===== src/rtl/csr_timer_int_ctrl_pkg.sv =====
// Shared definitions for the timer/interrupt CSR block.
// CSR numbers, TCFG field positions, ESTAT.IS bit indices, the
// register-select enum used by the read/write decode, and the masked-write helper.
package csr_timer_int_ctrl_pkg;

    // CSR numbers owned or observed by this block
    localparam logic [13:0] CSR_ESTAT = 14'h05;
    localparam logic [13:0] CSR_TID   = 14'h40;
    localparam logic [13:0] CSR_TCFG  = 14'h41;
    localparam logic [13:0] CSR_TVAL  = 14'h42;
    localparam logic [13:0] CSR_TICLR = 14'h44;

    // TCFG field positions
    localparam int TCFG_EN          = 0;
    localparam int TCFG_PERIODIC    = 1;
    localparam int TCFG_INITVAL_LSB = 2;

    // ESTAT.IS bit indices
    localparam int IS_HW_LSB = 2;
    localparam int IS_HW_MSB = 9;
    localparam int IS_RSVD   = 10;
    localparam int IS_TI     = 11;
    localparam int IS_IPI    = 12;

    typedef enum logic [2:0] {
        SEL_NONE,
        SEL_TID,
        SEL_TCFG,
        SEL_TVAL,
        SEL_TICLR
    } csr_sel_e;

    // Registers this block answers for on the CSR read port.
    // ESTAT is deliberately absent: the CSR file owns its read mux.
    function automatic csr_sel_e csr_decode(input logic [13:0] num);
        case (num)
            CSR_TID:   return SEL_TID;
            CSR_TCFG:  return SEL_TCFG;
            CSR_TVAL:  return SEL_TVAL;
            CSR_TICLR: return SEL_TICLR;
            default:   return SEL_NONE;
        endcase
    endfunction

    // Bits selected by the mask take the new value; the rest keep the old one.
    function automatic logic [31:0] masked_write(input logic [31:0] wmask,
                                                 input logic [31:0] wvalue,
                                                 input logic [31:0] old);
        return (wmask & wvalue) | (~wmask & old);
    endfunction

endpackage


===== src/rtl/csr_down_timer.sv =====
// Down-counting timer behind TCFG/TVAL.
// Ports:
//   clk, resetn       clock, asynchronous active-low reset
//   tcfg_we           TCFG write strobe (already decoded)
//   wmask, wvalue     write mask / data, low TVAL_W bits
//   tcfg              current TCFG register
//   tval              current TVAL counter
//   ti_event          1 in the cycle the counter expires (tval == 0 with En)
module csr_down_timer
    import csr_timer_int_ctrl_pkg::*;
#(
    parameter int TVAL_W = 32
) (
    input  logic              clk,
    input  logic              resetn,
    input  logic              tcfg_we,
    input  logic [TVAL_W-1:0] wmask,
    input  logic [TVAL_W-1:0] wvalue,
    output logic [TVAL_W-1:0] tcfg,
    output logic [TVAL_W-1:0] tval,
    output logic              ti_event
);

    localparam logic [TVAL_W-1:0] TVAL_STOP = '1;

    logic [TVAL_W-1:0] tcfg_new;
    logic [TVAL_W-1:0] tval_nxt;

    function automatic logic [TVAL_W-1:0] reload_of(input logic [TVAL_W-1:0] cfg);
        return {cfg[TVAL_W-1:TCFG_INITVAL_LSB], 2'b00};
    endfunction

    assign tcfg_new = (wmask & wvalue) | (~wmask & tcfg);

    // A TCFG write restarts the count and masks any expiry in the same cycle.
    // All-ones is the parked state of a finished one-shot: it never decrements.
    always_comb begin
        tval_nxt = tval;
        ti_event = 1'b0;
        if (tcfg_we) begin
            tval_nxt = reload_of(tcfg_new);
        end else if (tcfg[TCFG_EN]) begin
            if (tval == '0) begin
                ti_event = 1'b1;
                tval_nxt = tcfg[TCFG_PERIODIC] ? reload_of(tcfg) : TVAL_STOP;
            end else if (tval != TVAL_STOP) begin
                tval_nxt = tval - 1'b1;
            end
        end
    end

    always_ff @(posedge clk or negedge resetn) begin
        if (!resetn) begin
            tcfg <= '0;
            tval <= TVAL_STOP;
        end else begin
            if (tcfg_we) begin
                tcfg <= tcfg_new;
            end
            tval <= tval_nxt;
        end
    end

endmodule


===== src/rtl/csr_timer_int_ctrl.sv =====
// Timer / interrupt CSR slice: TID, TCFG, TVAL, TICLR, ESTAT.IS, the 64-bit
// stable counter and the registered interrupt request.
// Ports:
//   clk, resetn            clock, asynchronous active-low reset
//   csr_we                 qualified CSR write strobe from writeback
//   csr_num                CSR number for read and write
//   csr_wmask, csr_wvalue  write mask / data
//   crmd_ie, ecfg_lie      global and local interrupt enables
//   hw_int, ipi_int        level interrupt sources
//   csr_hit, csr_rvalue    combinational read port (0 when not hit)
//   estat_is               ESTAT.IS[12:0] for the CSR file's ESTAT read
//   timer64                stable counter
//   tid                    TID value for rdcntid
//   has_int                registered interrupt request
module csr_timer_int_ctrl
    import csr_timer_int_ctrl_pkg::*;
#(
    parameter logic [31:0] TID_RESET = 32'h0,
    parameter int          TVAL_W    = 32
) (
    input  logic        clk,
    input  logic        resetn,
    input  logic        csr_we,
    input  logic [13:0] csr_num,
    input  logic [31:0] csr_wmask,
    input  logic [31:0] csr_wvalue,
    input  logic        crmd_ie,
    input  logic [12:0] ecfg_lie,
    input  logic [7:0]  hw_int,
    input  logic        ipi_int,
    output logic        csr_hit,
    output logic [31:0] csr_rvalue,
    output logic [12:0] estat_is,
    output logic [63:0] timer64,
    output logic [31:0] tid,
    output logic        has_int
);

    csr_sel_e          csr_sel;
    logic              tid_we;
    logic              tcfg_we;
    logic              ticlr_we;
    logic              estat_we;
    logic              ti_clear;
    logic              ti_event;
    logic              pend;
    logic [TVAL_W-1:0] tcfg;
    logic [TVAL_W-1:0] tval;
    logic [31:0]       tcfg_ext;
    logic [31:0]       tval_ext;
    logic [63:0]       stable_cnt;
    logic [12:0]       is_q;

    assign csr_sel  = csr_decode(csr_num);
    assign csr_hit  = (csr_sel != SEL_NONE);

    // TVAL is read-only, so it has no write strobe.
    assign tid_we   = csr_we && (csr_sel == SEL_TID);
    assign tcfg_we  = csr_we && (csr_sel == SEL_TCFG);
    assign ticlr_we = csr_we && (csr_sel == SEL_TICLR);
    assign estat_we = csr_we && (csr_num == CSR_ESTAT);
    assign ti_clear = ticlr_we && csr_wmask[0] && csr_wvalue[0];

    csr_down_timer #(
        .TVAL_W(TVAL_W)
    ) u_down_timer (
        .clk      (clk),
        .resetn   (resetn),
        .tcfg_we  (tcfg_we),
        .wmask    (csr_wmask[TVAL_W-1:0]),
        .wvalue   (csr_wvalue[TVAL_W-1:0]),
        .tcfg     (tcfg),
        .tval     (tval),
        .ti_event (ti_event)
    );

    always_ff @(posedge clk or negedge resetn) begin
        if (!resetn) begin
            stable_cnt <= '0;
        end else begin
            stable_cnt <= stable_cnt + 64'd1;
        end
    end

    assign timer64 = stable_cnt;

    always_ff @(posedge clk or negedge resetn) begin
        if (!resetn) begin
            tid <= TID_RESET;
        end else if (tid_we) begin
            tid <= masked_write(csr_wmask, csr_wvalue, tid);
        end
    end

    // Hardware and IPI lines are sampled every cycle. A timer expiry beats
    // a same-cycle TICLR so an interrupt is never lost.
    always_ff @(posedge clk or negedge resetn) begin
        if (!resetn) begin
            is_q <= '0;
        end else begin
            if (estat_we) begin
                is_q[1:0] <= (csr_wmask[1:0] & csr_wvalue[1:0]) | (~csr_wmask[1:0] & is_q[1:0]);
            end
            is_q[IS_HW_MSB:IS_HW_LSB] <= hw_int;
            is_q[IS_RSVD]             <= 1'b0;
            is_q[IS_TI]               <= ti_event | (is_q[IS_TI] & ~ti_clear);
            is_q[IS_IPI]              <= ipi_int;
        end
    end

    assign estat_is = is_q;

    // Request drops one cycle after crmd_ie falls on exception entry;
    // no explicit acknowledge exists.
    assign pend = crmd_ie & (|(is_q & ecfg_lie));

    always_ff @(posedge clk or negedge resetn) begin
        if (!resetn) begin
            has_int <= 1'b0;
        end else begin
            has_int <= pend;
        end
    end

    always_comb begin
        tcfg_ext = '0;
        tval_ext = '0;
        tcfg_ext[TVAL_W-1:0] = tcfg;
        tval_ext[TVAL_W-1:0] = tval;
    end

    // Current state only; a same-cycle write is not forwarded.
    always_comb begin
        csr_rvalue = '0;
        case (csr_sel)
            SEL_TID:   csr_rvalue = tid;
            SEL_TCFG:  csr_rvalue = tcfg_ext;
            SEL_TVAL:  csr_rvalue = tval_ext;
            default:   csr_rvalue = '0;
        endcase
    end

endmodule


===== config.mk =====
export PLATFORM = sky130hd
export DESIGN_NAME = csr_timer_int_ctrl
export DESIGN_NICKNAME = d
export VERILOG_FILES = /design/src/rtl/csr_timer_int_ctrl_pkg.sv /design/src/rtl/csr_down_timer.sv /design/src/rtl/csr_timer_int_ctrl.sv
export SDC_FILE = /design/constraint.sdc
export NUM_CORES = 1
export LEC_CHECK = 0
export BUFFER_PORTS_ARGS = -buffer_cell sky130_fd_sc_hd__buf_4
export CAP_MARGIN = 20
export CORE_MARGIN = 10
export CORE_UTILIZATION = 58
export DETAILED_ROUTE_END_ITERATION = 8
export MAX_ROUTING_LAYER = met4
export PLACE_DENSITY = 0.95
export SYNTH_ARGS = -nofsm -noshare
export SYNTH_HDL_FRONTEND = slang
export SYNTH_SLANG_ARGS = --single-unit
export TNS_END_PERCENT = 50

===== constraint.sdc =====
create_clock -name clk -period 7.3 [get_ports clk]
set_clock_uncertainty 0.1 [all_clocks]
set_input_delay 0 -clock clk [delete_from_list [all_inputs] [get_ports clk]]
set_output_delay 0 -clock clk [all_outputs]
set_load 0.01 [all_outputs]

==> run metrics <==
status=finished, final reports clean; CTS tree=built; chip height=about 150 um; CP Max Fanout=31; initial core utilization=59.0%; share of cells above drive strength 1=between 20% and 30%; Pwr Density=160 nW/um^2; dpl hpwl=21.2 mm; Max-cap violations=0; fin. max-slew vios=0; R2R depth=6; initial antenna violation count=3; sequential-to-total area share from yosys stat=46.6%; die area=between 20000 and 25000 um^2; number of synthesized flops with an enable pin=0; fmax=roughly 270 MHz; final setup TNS=0 ns; min-delay worst type=in -> reg; first-pass GRT wire length=~53 mm; worst reg2reg startpoint=u_down_timer.tval[27]; startpoint types=primary input; Period Utilization, post-route=between 50 and 60%; CP peak stage delay=approximately 0.70 ns; Synth cell types=65; DRC=0; Critical Path RT=around 7.5 ns; clock root buffer master=clkbuf_16; critical path class=in -> reg; hold path depth=4; Core Area=approximately 16000 um^2; final setup fails=0; Mapped Area=9370 um^2; relative slew slack=30.0%; Vias/cell=6.29; worst-margin pin slew=1.04 ns; Bufs on Longest Clock Path=2; Worst Min Path Start=csr_num[6]; Port Buffers=244; Seq cells post-synth=roughly 170; vias in the first global route=~10000; # clock sinks=173; largest net degree at the start of global routing=114; Syn Area/Cell=between 9 and 10 um^2; crit path capture type=flip-flop; GP Congestion=between 0.9 and 1; post-synthesis cell count=964; routed wire length=between 30 and 40 mm; PostCTS Resize Cnt=0; peak supply drop=between 0.1 and 0.15 mV; clock buffer count from CTS=17; GR Util All Layers=about 31%; flop2flop setup slack=between 3 and 4 ns; Pre-Repair DR Iteration Count=6; Rows=46; cell mode on critical path=buf_4; Post-synth ARST share=between 90% and 100%; vias post-DR=approximately 9600; Clock Pin Slew Worst Setup and Hold Paths=0.06 ns; chip width=about 150 um; post-layout minimum cycle time=between 3 and 4 ns; Final Hold Fails=0; Nets=about 1400; H-tree Lvls=4; static leakage power=6.16 nW; Critical Path, Cell by Cell=buf_4 -> nor4_1 -> nand4_1 -> nor4_2 -> buf_4 -> and2_1 -> buf_4 -> nand2_1 -> mux2_1 -> dlygate4sd3_1; prevailing post-synth register cell=dfrtp_1; R2R Path End=u_down_timer.tval[14]; Critical-path top delay cell=and2_1; WP data arrival=approximately 4.0 ns; Final ANT Viol Nets=0; syn nets=about 1100; WL/cell=22.1 um; setup bufs post-CTS=0; unrepaired setup endpoints after global routing=no; gr ovfl total=0; Syn. warnings=0; # IOs=between 200 and 250; clk_lat worst skew=0.43 ns; Min Hold Slack=roughly 0.017 ns; DR iter-0 viols=924; P&R area growth vs syn=39.0%
==> worst max-delay path by stage <==
stage                                     start                    end  depth (start not counted)
after floorplan           u_down_timer.tval[18]   u_down_timer.tval[5]                          9
after global placement    u_down_timer.tval[24]  u_down_timer.tval[14]                          6
after detailed placement            csr_num[11]              flip-flop                          9
after CTS                           csr_num[11]              flip-flop                         10
after global routing                 csr_num[3]              flip-flop                         10
final                                csr_num[3]              flip-flop                         10
==> logic make-up (layout without fill, tap and decap cells) <==
family	count (synthesis)	in the layout	synth area share, %
compound gates	171	171	13.3
xor+xnor	73	73	6.82
fa+ha+maj	4	4	0.534
buf+inv	69	404	3.18
flops	173	173	46.6
mux	78	78	9.17
other cells	1	4	0.0400
simple gates	395	395	20.3
==> layer usage <==
layer | up-vias | global-route usage [%] | share of wire (%) | wire length [um]
li1 | 4149 | - | - | -
met1 | 4621 | 35.0 | 37 | 12400
met2 | 645 | 51.8 | 51 | 17000
met3 | 137 | 6.88 | 8.4 | 2800
met4 | 0 | 12.7 | 3.9 | 1300
met5 | - | - | 0 | 0
==> report_power, final <==
| group | leakage, nW | switching (mW) | total (mW) | internal (mW) |
|---|---|---|---|---|
| logic | 3.59 | 0.0612 | 0.138 | 0.0766 |
| clock network | 0.298 | 0.387 | 0.969 | 0.582 |
| registers | 2.27 | 0.00725 | 0.974 | 0.967 |
| total | 6.16 | 0.455 | 2.08 | 1.62 |
==> area by class of cell <==
cell class | count | area (um^2)
Clock buffer | 21 | 450
Antenna cell | 3 | 7.51
Multi-Input combinational cell | 722 | 4730
Tap cell | 216 | 270
Fill cell | 873 | 2860
Sequential cell | 173 | 4370
Timing Repair Buffer | 361 | 2990
Inverter | 12 | 45.0
Clock inverter | 10 | 164
==> cell usage after synthesis, types with 6 or more instances <==
cell | n | share of area, %
nand4_1 | 39 | 2.6
clkbuf_1 | 40 | 1.6
a22oi_1 | 35 | 2.8
a21oi_1 | 27 | 1.4
and3_1 | 12 | 0.80
inv_1 | 12 | 0.48
or3_1 | 6 | 0.40
xnor2_1 | 50 | 4.7
a31oi_1 | 23 | 1.5
nand2_1 | 167 | 6.7
and4_1 | 8 | 0.75
nor4_1 | 14 | 0.93
o21ai_0 | 10 | 0.53
nor3_1 | 14 | 0.75
nor2_1 | 57 | 2.3
o221ai_2 | 6 | 0.96
nor2b_1 | 14 | 0.93
mux2i_1 | 15 | 1.6
buf_2 | 10 | 0.53
o21a_1 | 6 | 0.48
xor2_1 | 23 | 2.1
mux2_1 | 6 | 0.72
o221ai_1 | 10 | 0.93
nand3_1 | 43 | 2.3
a211oi_1 | 13 | 1.0
dfstp_2 | 32 | 9.0
dfrtp_1 | 141 | 38
mux2_2 | 57 | 6.9
==> stage by stage <==
stage	utilization, %	instance area, um^2	setup WS (ns)	std cells	power (mW)
final	82.0	13000	3.55	1518	2.08
after global routing	82.0	13000	3.49	1518	2.14
after CTS	81.9	13000	3.77	1515	2.08
after detailed placement	71.2	11300	3.86	1375	1.09
after global placement	71.2	11300	3.95	1375	1.09
after floorplan	-	9370	4.71	964	1.01
==> critical path, delay by kind of cell <==
family        cells  cell delay, ns
simple gates      5            2.13
buf+inv           4            1.48
mux               1            0.31
==> timing repair <==
item	CTS	global route
endpoints found under the hold margin	204	0
setup endpoints to repair	0	0
hold buffers	109	0
==> layout by cell type (no fill, tap or decap), drive strengths merged, types with 32 or more instances in the layout <==
cell and count:
dlygate4sd3 109, dfrtp 141, buf 252, a22oi 35
nand4 39, dfstp 32, nor2 58, mux2 63
nand2 167, nand3 43, xnor2 50
(Power assumes the default switching activity.)
